===== src/rtl/circuit_4_5_sweep.sv =====
// circuit_4_5_sweep: clocked, handshaked sweep of the 3-in/3-out function block
// (A = x'y + yz, B = xyz' + x'y' + y'z, C = x ^ z). Each code is applied, held
// for SETTLE cycles, and sampled. Every result is streamed out.
// Optional macro CIRCUIT_4_5_SWEEP_CHECK_EN compiles in the golden compare
// that drives mismatch_count and pass. When the macro is undefined,
// mismatch_count is 0 and pass is 1.
module circuit_4_5_sweep #(
   parameter int unsigned SETTLE = 1
) (
   input  logic       clk,
   input  logic       reset,
   input  logic       start,
   input  logic       sweep,
   input  logic [2:0] start_code,
   output logic       x,
   output logic       y,
   output logic       z,
   input  logic       A,
   input  logic       B,
   input  logic       C,
   output logic       busy,
   output logic       done,
   output logic       result_valid,
   output logic [2:0] result_code,
   output logic [2:0] result_abc,
   output logic [3:0] mismatch_count,
   output logic       pass
);

   localparam int unsigned CNT_W = 4;
   localparam logic [CNT_W-1:0] SETTLE_RELOAD = CNT_W'(SETTLE - 1);

   typedef enum logic [1:0] {
      S_IDLE   = 2'd0,
      S_SETTLE = 2'd1,
      S_SAMPLE = 2'd2,
      S_DONE   = 2'd3
   } state_t;

   state_t           r_state;
   logic [2:0]       r_code;
   logic [2:0]       r_remaining;
   logic [CNT_W-1:0] r_cnt;
   logic             r_busy;
   logic             r_done;
   logic             r_valid;
   logic [2:0]       r_result_code;
   logic [2:0]       r_result_abc;
   logic [2:0]       w_abc;

   assign w_abc = {A, B, C};

`ifdef CIRCUIT_4_5_SWEEP_CHECK_EN
   logic [3:0] r_mismatch;

   // Expected {A,B,C} for each input code of a correct function block
   function automatic logic [2:0] golden_abc(input logic [2:0] code);
      case (code)
         3'd0:    golden_abc = 3'b010;
         3'd1:    golden_abc = 3'b011;
         3'd2:    golden_abc = 3'b100;
         3'd3:    golden_abc = 3'b101;
         3'd4:    golden_abc = 3'b001;
         3'd5:    golden_abc = 3'b010;
         3'd6:    golden_abc = 3'b011;
         default: golden_abc = 3'b100;
      endcase
   endfunction

   // Count failing codes within the current run; cleared on start and reset
   always_ff @(posedge clk) begin
      if (reset) begin
         r_mismatch <= 4'd0;
      end else if (r_state == S_IDLE && start) begin
         r_mismatch <= 4'd0;
      end else if (r_state == S_SAMPLE && w_abc != golden_abc(r_code)) begin
         r_mismatch <= r_mismatch + 4'd1;
      end
   end

   assign mismatch_count = r_mismatch;
   assign pass           = (r_mismatch == 4'd0);
`else
   assign mismatch_count = 4'd0;
   assign pass           = 1'b1;
`endif

   // Sweep sequencer: state, applied code, settle timing and registered results
   always_ff @(posedge clk) begin
      if (reset) begin
         r_state       <= S_IDLE;
         r_code        <= 3'd0;
         r_remaining   <= 3'd0;
         r_cnt         <= '0;
         r_busy        <= 1'b0;
         r_done        <= 1'b0;
         r_valid       <= 1'b0;
         r_result_code <= 3'd0;
         r_result_abc  <= 3'd0;
      end else begin
         r_done  <= 1'b0;
         r_valid <= 1'b0;
         case (r_state)
            S_IDLE: begin
               if (start) begin
                  r_code      <= start_code;
                  r_remaining <= sweep ? 3'd7 : 3'd0;
                  r_cnt       <= SETTLE_RELOAD;
                  r_busy      <= 1'b1;
                  r_state     <= S_SETTLE;
               end
            end
            S_SETTLE: begin
               if (r_cnt == '0) begin
                  r_state <= S_SAMPLE;
               end else begin
                  r_cnt <= r_cnt - CNT_W'(1);
               end
            end
            S_SAMPLE: begin
               r_result_code <= r_code;
               r_result_abc  <= w_abc;
               r_valid       <= 1'b1;
               if (r_remaining == 3'd0) begin
                  r_busy  <= 1'b0;
                  r_done  <= 1'b1;
                  r_state <= S_DONE;
               end else begin
                  r_code      <= r_code + 3'd1;
                  r_remaining <= r_remaining - 3'd1;
                  r_cnt       <= SETTLE_RELOAD;
                  r_state     <= S_SETTLE;
               end
            end
            S_DONE: begin
               r_state <= S_IDLE;
            end
            default: begin
               r_state <= S_IDLE;
            end
         endcase
      end
   end

   assign {x, y, z}    = r_code;
   assign busy         = r_busy;
   assign done         = r_done;
   assign result_valid = r_valid;
   assign result_code  = r_result_code;
   assign result_abc   = r_result_abc;

endmodule


===== config.mk =====
export PLATFORM = sky130hd
export DESIGN_NAME = circuit_4_5_sweep
export DESIGN_NICKNAME = d
export VERILOG_FILES = /design/src/rtl/circuit_4_5_sweep.sv
export SDC_FILE = /design/constraint.sdc
export NUM_CORES = 1
export LEC_CHECK = 0
export ABC_CLOCK_PERIOD_IN_PS = 4210
export CELL_PAD_IN_SITES_DETAIL_PLACEMENT = 2
export CELL_PAD_IN_SITES_GLOBAL_PLACEMENT = 2
export CORE_MARGIN = 2
export CORE_UTILIZATION = 29
export CTS_BUF_LIST = sky130_fd_sc_hd__clkbuf_16
export DETAILED_ROUTE_END_ITERATION = 16
export GPL_ROUTABILITY_DRIVEN = 0
export PLACE_DENSITY = 0.81
export SLEW_MARGIN = 5
export SYNTH_ARGS = -nofsm -noshare
export SYNTH_HDL_FRONTEND = slang
export SYNTH_SLANG_ARGS = --single-unit

===== constraint.sdc =====
create_clock -name clk -period 4.21 [get_ports clk]
set_input_delay 0.842 -clock clk [delete_from_list [all_inputs] [get_ports clk]]
set_output_delay 0.842 -clock clk [all_outputs]
set_load 0.05 [all_outputs]

==> summary.txt <==
Run status
  – Outcome: finished clean

STA
  – Worst-Margin Slew: 0.8565 ns
  – Hold_ws: 0.4629 ns
  – Setup TNS: 0 ns
  – Final setup vio count: 0
  – Minimum clock period: 2.361 ns
  – Clock Skew: 0.002627 ns
  – Worst slew margin: 42.72%
  – Pins Over Slew Limit: 0
  – FMAX: 0.4235 GHz
  – Final period util: 56.09%
  – RSZ-0062 raised after global routing: false
  – Final Hold Viols: 0

Global route
  – Largest net degree at the start of global routing: 23
  – Global Route Usage Sum: 15.33%
  – Grt ovf: 0
  – First-pass GRT wire length: 4.885 mm
  – Vias in the first global route: 1012
  – Antenna violations before repair: 0

Final layout
  – Nets: 158
  – Most frequent cells in the layout: dfxtp_1 (21), clkdlybuf4s50_1 (21), nand2_1 (18)
  – Util after Layout: 39.35%
  – # diodes: 0
  – Final Cell Area: 1334 sq um
  – Layout cells sized above 1: 5.634%
  – Register area: 420.4 sq um
  – Area of the multi-input gates: 550.5 sq um
  – Area Overhead vs Synth: 27.82%
  – Fill cells: 373

Clocking
  – H-tree lvl count: 1
  – Clock tree buffer depth: 2
  – Hold_buf cts: 0
  – Worst-Skew Late Latency: 0.26 ns
  – Total setup buffers inserted after CTS: 0
  – TritonCTS Buffers: 3
  – Number of clock sinks: 21
  – Clk root buf: clkbuf_16
  – Worst-path clk slew: 0.06 ns
  – Post-cts repair resize count: 0
  – TritonCTS clock tree: done

Routing
  – Routed length per placed instance: 15.31 microns
  – Total number of vias: 928
  – Antenna viol nets, final: 0
  – Post-route DRC: 0
  – Via/cell ratio: 4.936
  – Drt total wl: 2.878 mm
  – Drt first pass iters: 3
  – DRT iter0 DRCs: 36

Placement
  – DP HPWL: 1.981 mm
  – Port bufs: 21
  – DP Area: 1254 sq um

Pwr
  – Logic pwr share: 23.7%
  – Sequential share of power: 40.2%
  – Cell Int Power: 387.7 uW
  – Worst VDD drop: 0.0001317 V
  – LEAKAGE: 0.0004826 uW
  – Overall power: 563.1 uW
  – Clk pwr share: 36.1%
  – Switching Fraction: 31.15%
  – PwrDens: 422.2 nW/um^2
  – P_sw: 175.4 uW

Min path
  – Hold WC Path Type: reg2reg
  – Hold Path Cell Cnt: 2
  – Worst Hold Path EP: r_remaining[1]$_SDFFE_PP0P_
  – Worst Min Path Start: r_remaining[1]$_SDFFE_PP0P_

Critical path
  – Setup CP Type: reg2out
  – Critical-path top delay cell: clkdlybuf4s50_1
  – Reg2reg setup slack: 2.28 ns
  – Max FO, Critical Path: 5
  – Reg2Reg Launch Point: r_state[1]$_SDFFE_PP0P_
  – Reg2reg end: r_code[1]$_SDFFE_PP0P_
  – Cells along the critical path: clkdlybuf4s50_1
  – Slowest stage delay, CP: 0.84 ns
  – Worst path bufs/invs: 1
  – R2R cell count: 3
  – Critical Path Source Type: flip-flop
  – Crit. End Element: output pin
  – Top Family by Delay on Critical Path: buffers and inverters
  – Worst path arrival time: 1.52 ns
  – WP data required: 3.37 ns

Die
  – Starting Density: 30.79%
  – Placeable core region: 3390 sq um
  – Die Wd: 63.99 microns
  – Io pins: 27
  – Die ar.: 4094 sq um
  – Rows: 21
  – Die Height: 63.99 microns

Synthesis
  – Syn avg cell area: 8.415 sq um
  – EDFF count, synth: 0
  – Ys async rst share: 0%
  – Register area share after synthesis: 40.29%
  – #FFs+latches synth: 21
  – Top post-synthesis cells by area: dfxtp_1 (40%), a21oi_1 (7.2%), nand2_1 (6.5%), ha_1 (6.0%), buf_4 (4.3%)
  – Yosys warning count: 0
  – Cell accounting for the most synthesized area: dfxtp_1
  – Mapped cell area: 1044 sq um
  – Synthesized instance count: 124
  – Synth top area share: 40.29%
  – Synth Flop Type: dfxtp_1
  – Netlist cell types: 35

Flow run
  – Max Cap Viol: 0
==> how the worst max path moves through the flow <==
stage	startpoint	end	slack, ns	cells past startpoint
4_1_cts	r_code[0]$_SDFFE_PP0P_	z	1.83	1
3_3_place_gp	reset	r_cnt[1]$_SDFFE_PP0P_	1.94	3
5_1_grt	r_code[0]$_SDFFE_PP0P_	z	1.79	1
3_5_place_dp	reset	r_cnt[1]$_SDFFE_PP0P_	1.93	3
2_1_floorplan	r_code[0]$_SDFFE_PP0P_	z	2.70	0
6_report	r_code[0]$_SDFFE_PP0P_	z	1.85	1
==> power groups by stage <==
| stage | combinational, uW | sequential [uW] | clock (uW) |
|---|---|---|---|
| 2_1_floorplan | 72.7 | 254 | 0 |
| 3_3_place_gp | 127 | 229 | 0 |
| 3_5_place_dp | 133 | 231 | 0 |
| 4_1_cts | 135 | 226 | 207 |
| 5_1_grt | 144 | 229 | 217 |
| 6_report | 134 | 226 | 203 |
==> cells in the mapped netlist, types with 2 or more instances <==
library cell	instances
and2b_1	2
clkbuf_1	2
nor3b_1	2
a21oi_1	15
buf_4	6
o21ai_0	5
nand2b_1	5
ha_1	5
nor2_1	7
inv_1	4
a211oi_1	2
dfxtp_1	21
or3_1	2
conb_1	2
a311oi_1	2
nand2_1	18
nor3_1	4
nand3_1	3
==> per-stage QoR <==
stage / setup slack (ns) / std cells
6_report: 1.849 / 188
5_1_grt: 1.793 / 188
4_1_cts: 1.834 / 188
3_5_place_dp: 1.925 / 184
3_3_place_gp: 1.936 / 184
2_1_floorplan: 2.702 / 127
==> area by class of cell <==
class,instances,share of cell area (%)
clock buffers,3,5.629
inverters,4,1.126
well taps,46,4.315
flip-flops and latches,21,31.52
repair buffers,21,15.76
clock inverters,1,0.3752
multi-input cells,92,41.28
==> registers in the layout, indices dropped and copies added (netlist names) <==
name	flops
result_abc	3
r_cnt	4
busy	1
r_remaining	3
r_code	3
done	1
result_valid	1
result_code	3
r_state	2
==> logic make-up (layout without fill, tap and decap cells) <==
group	count (synthesis)	in the layout	share of synthesized area [%]
and+or+nand+nor	49	49	23.86
AOI/OAI and AO/OA	33	33	21.10
DFF	21	21	40.29
buffers and inverters	14	29	8.033
adders and majority gates	5	5	5.995
other	2	5	0.7197
==> layer usage <==
metal | up-vias | GRT usage, % | part of all wire [%]
met3 | 5 | 1.761 | 2.4
li1 | 451 | - | -
met2 | 14 | 27.21 | 51
met1 | 458 | 18.16 | 45
met5 | - | 0 | 0
met4 | 0 | 7.337 | 2.2
(Power assumes the default switching activity.)
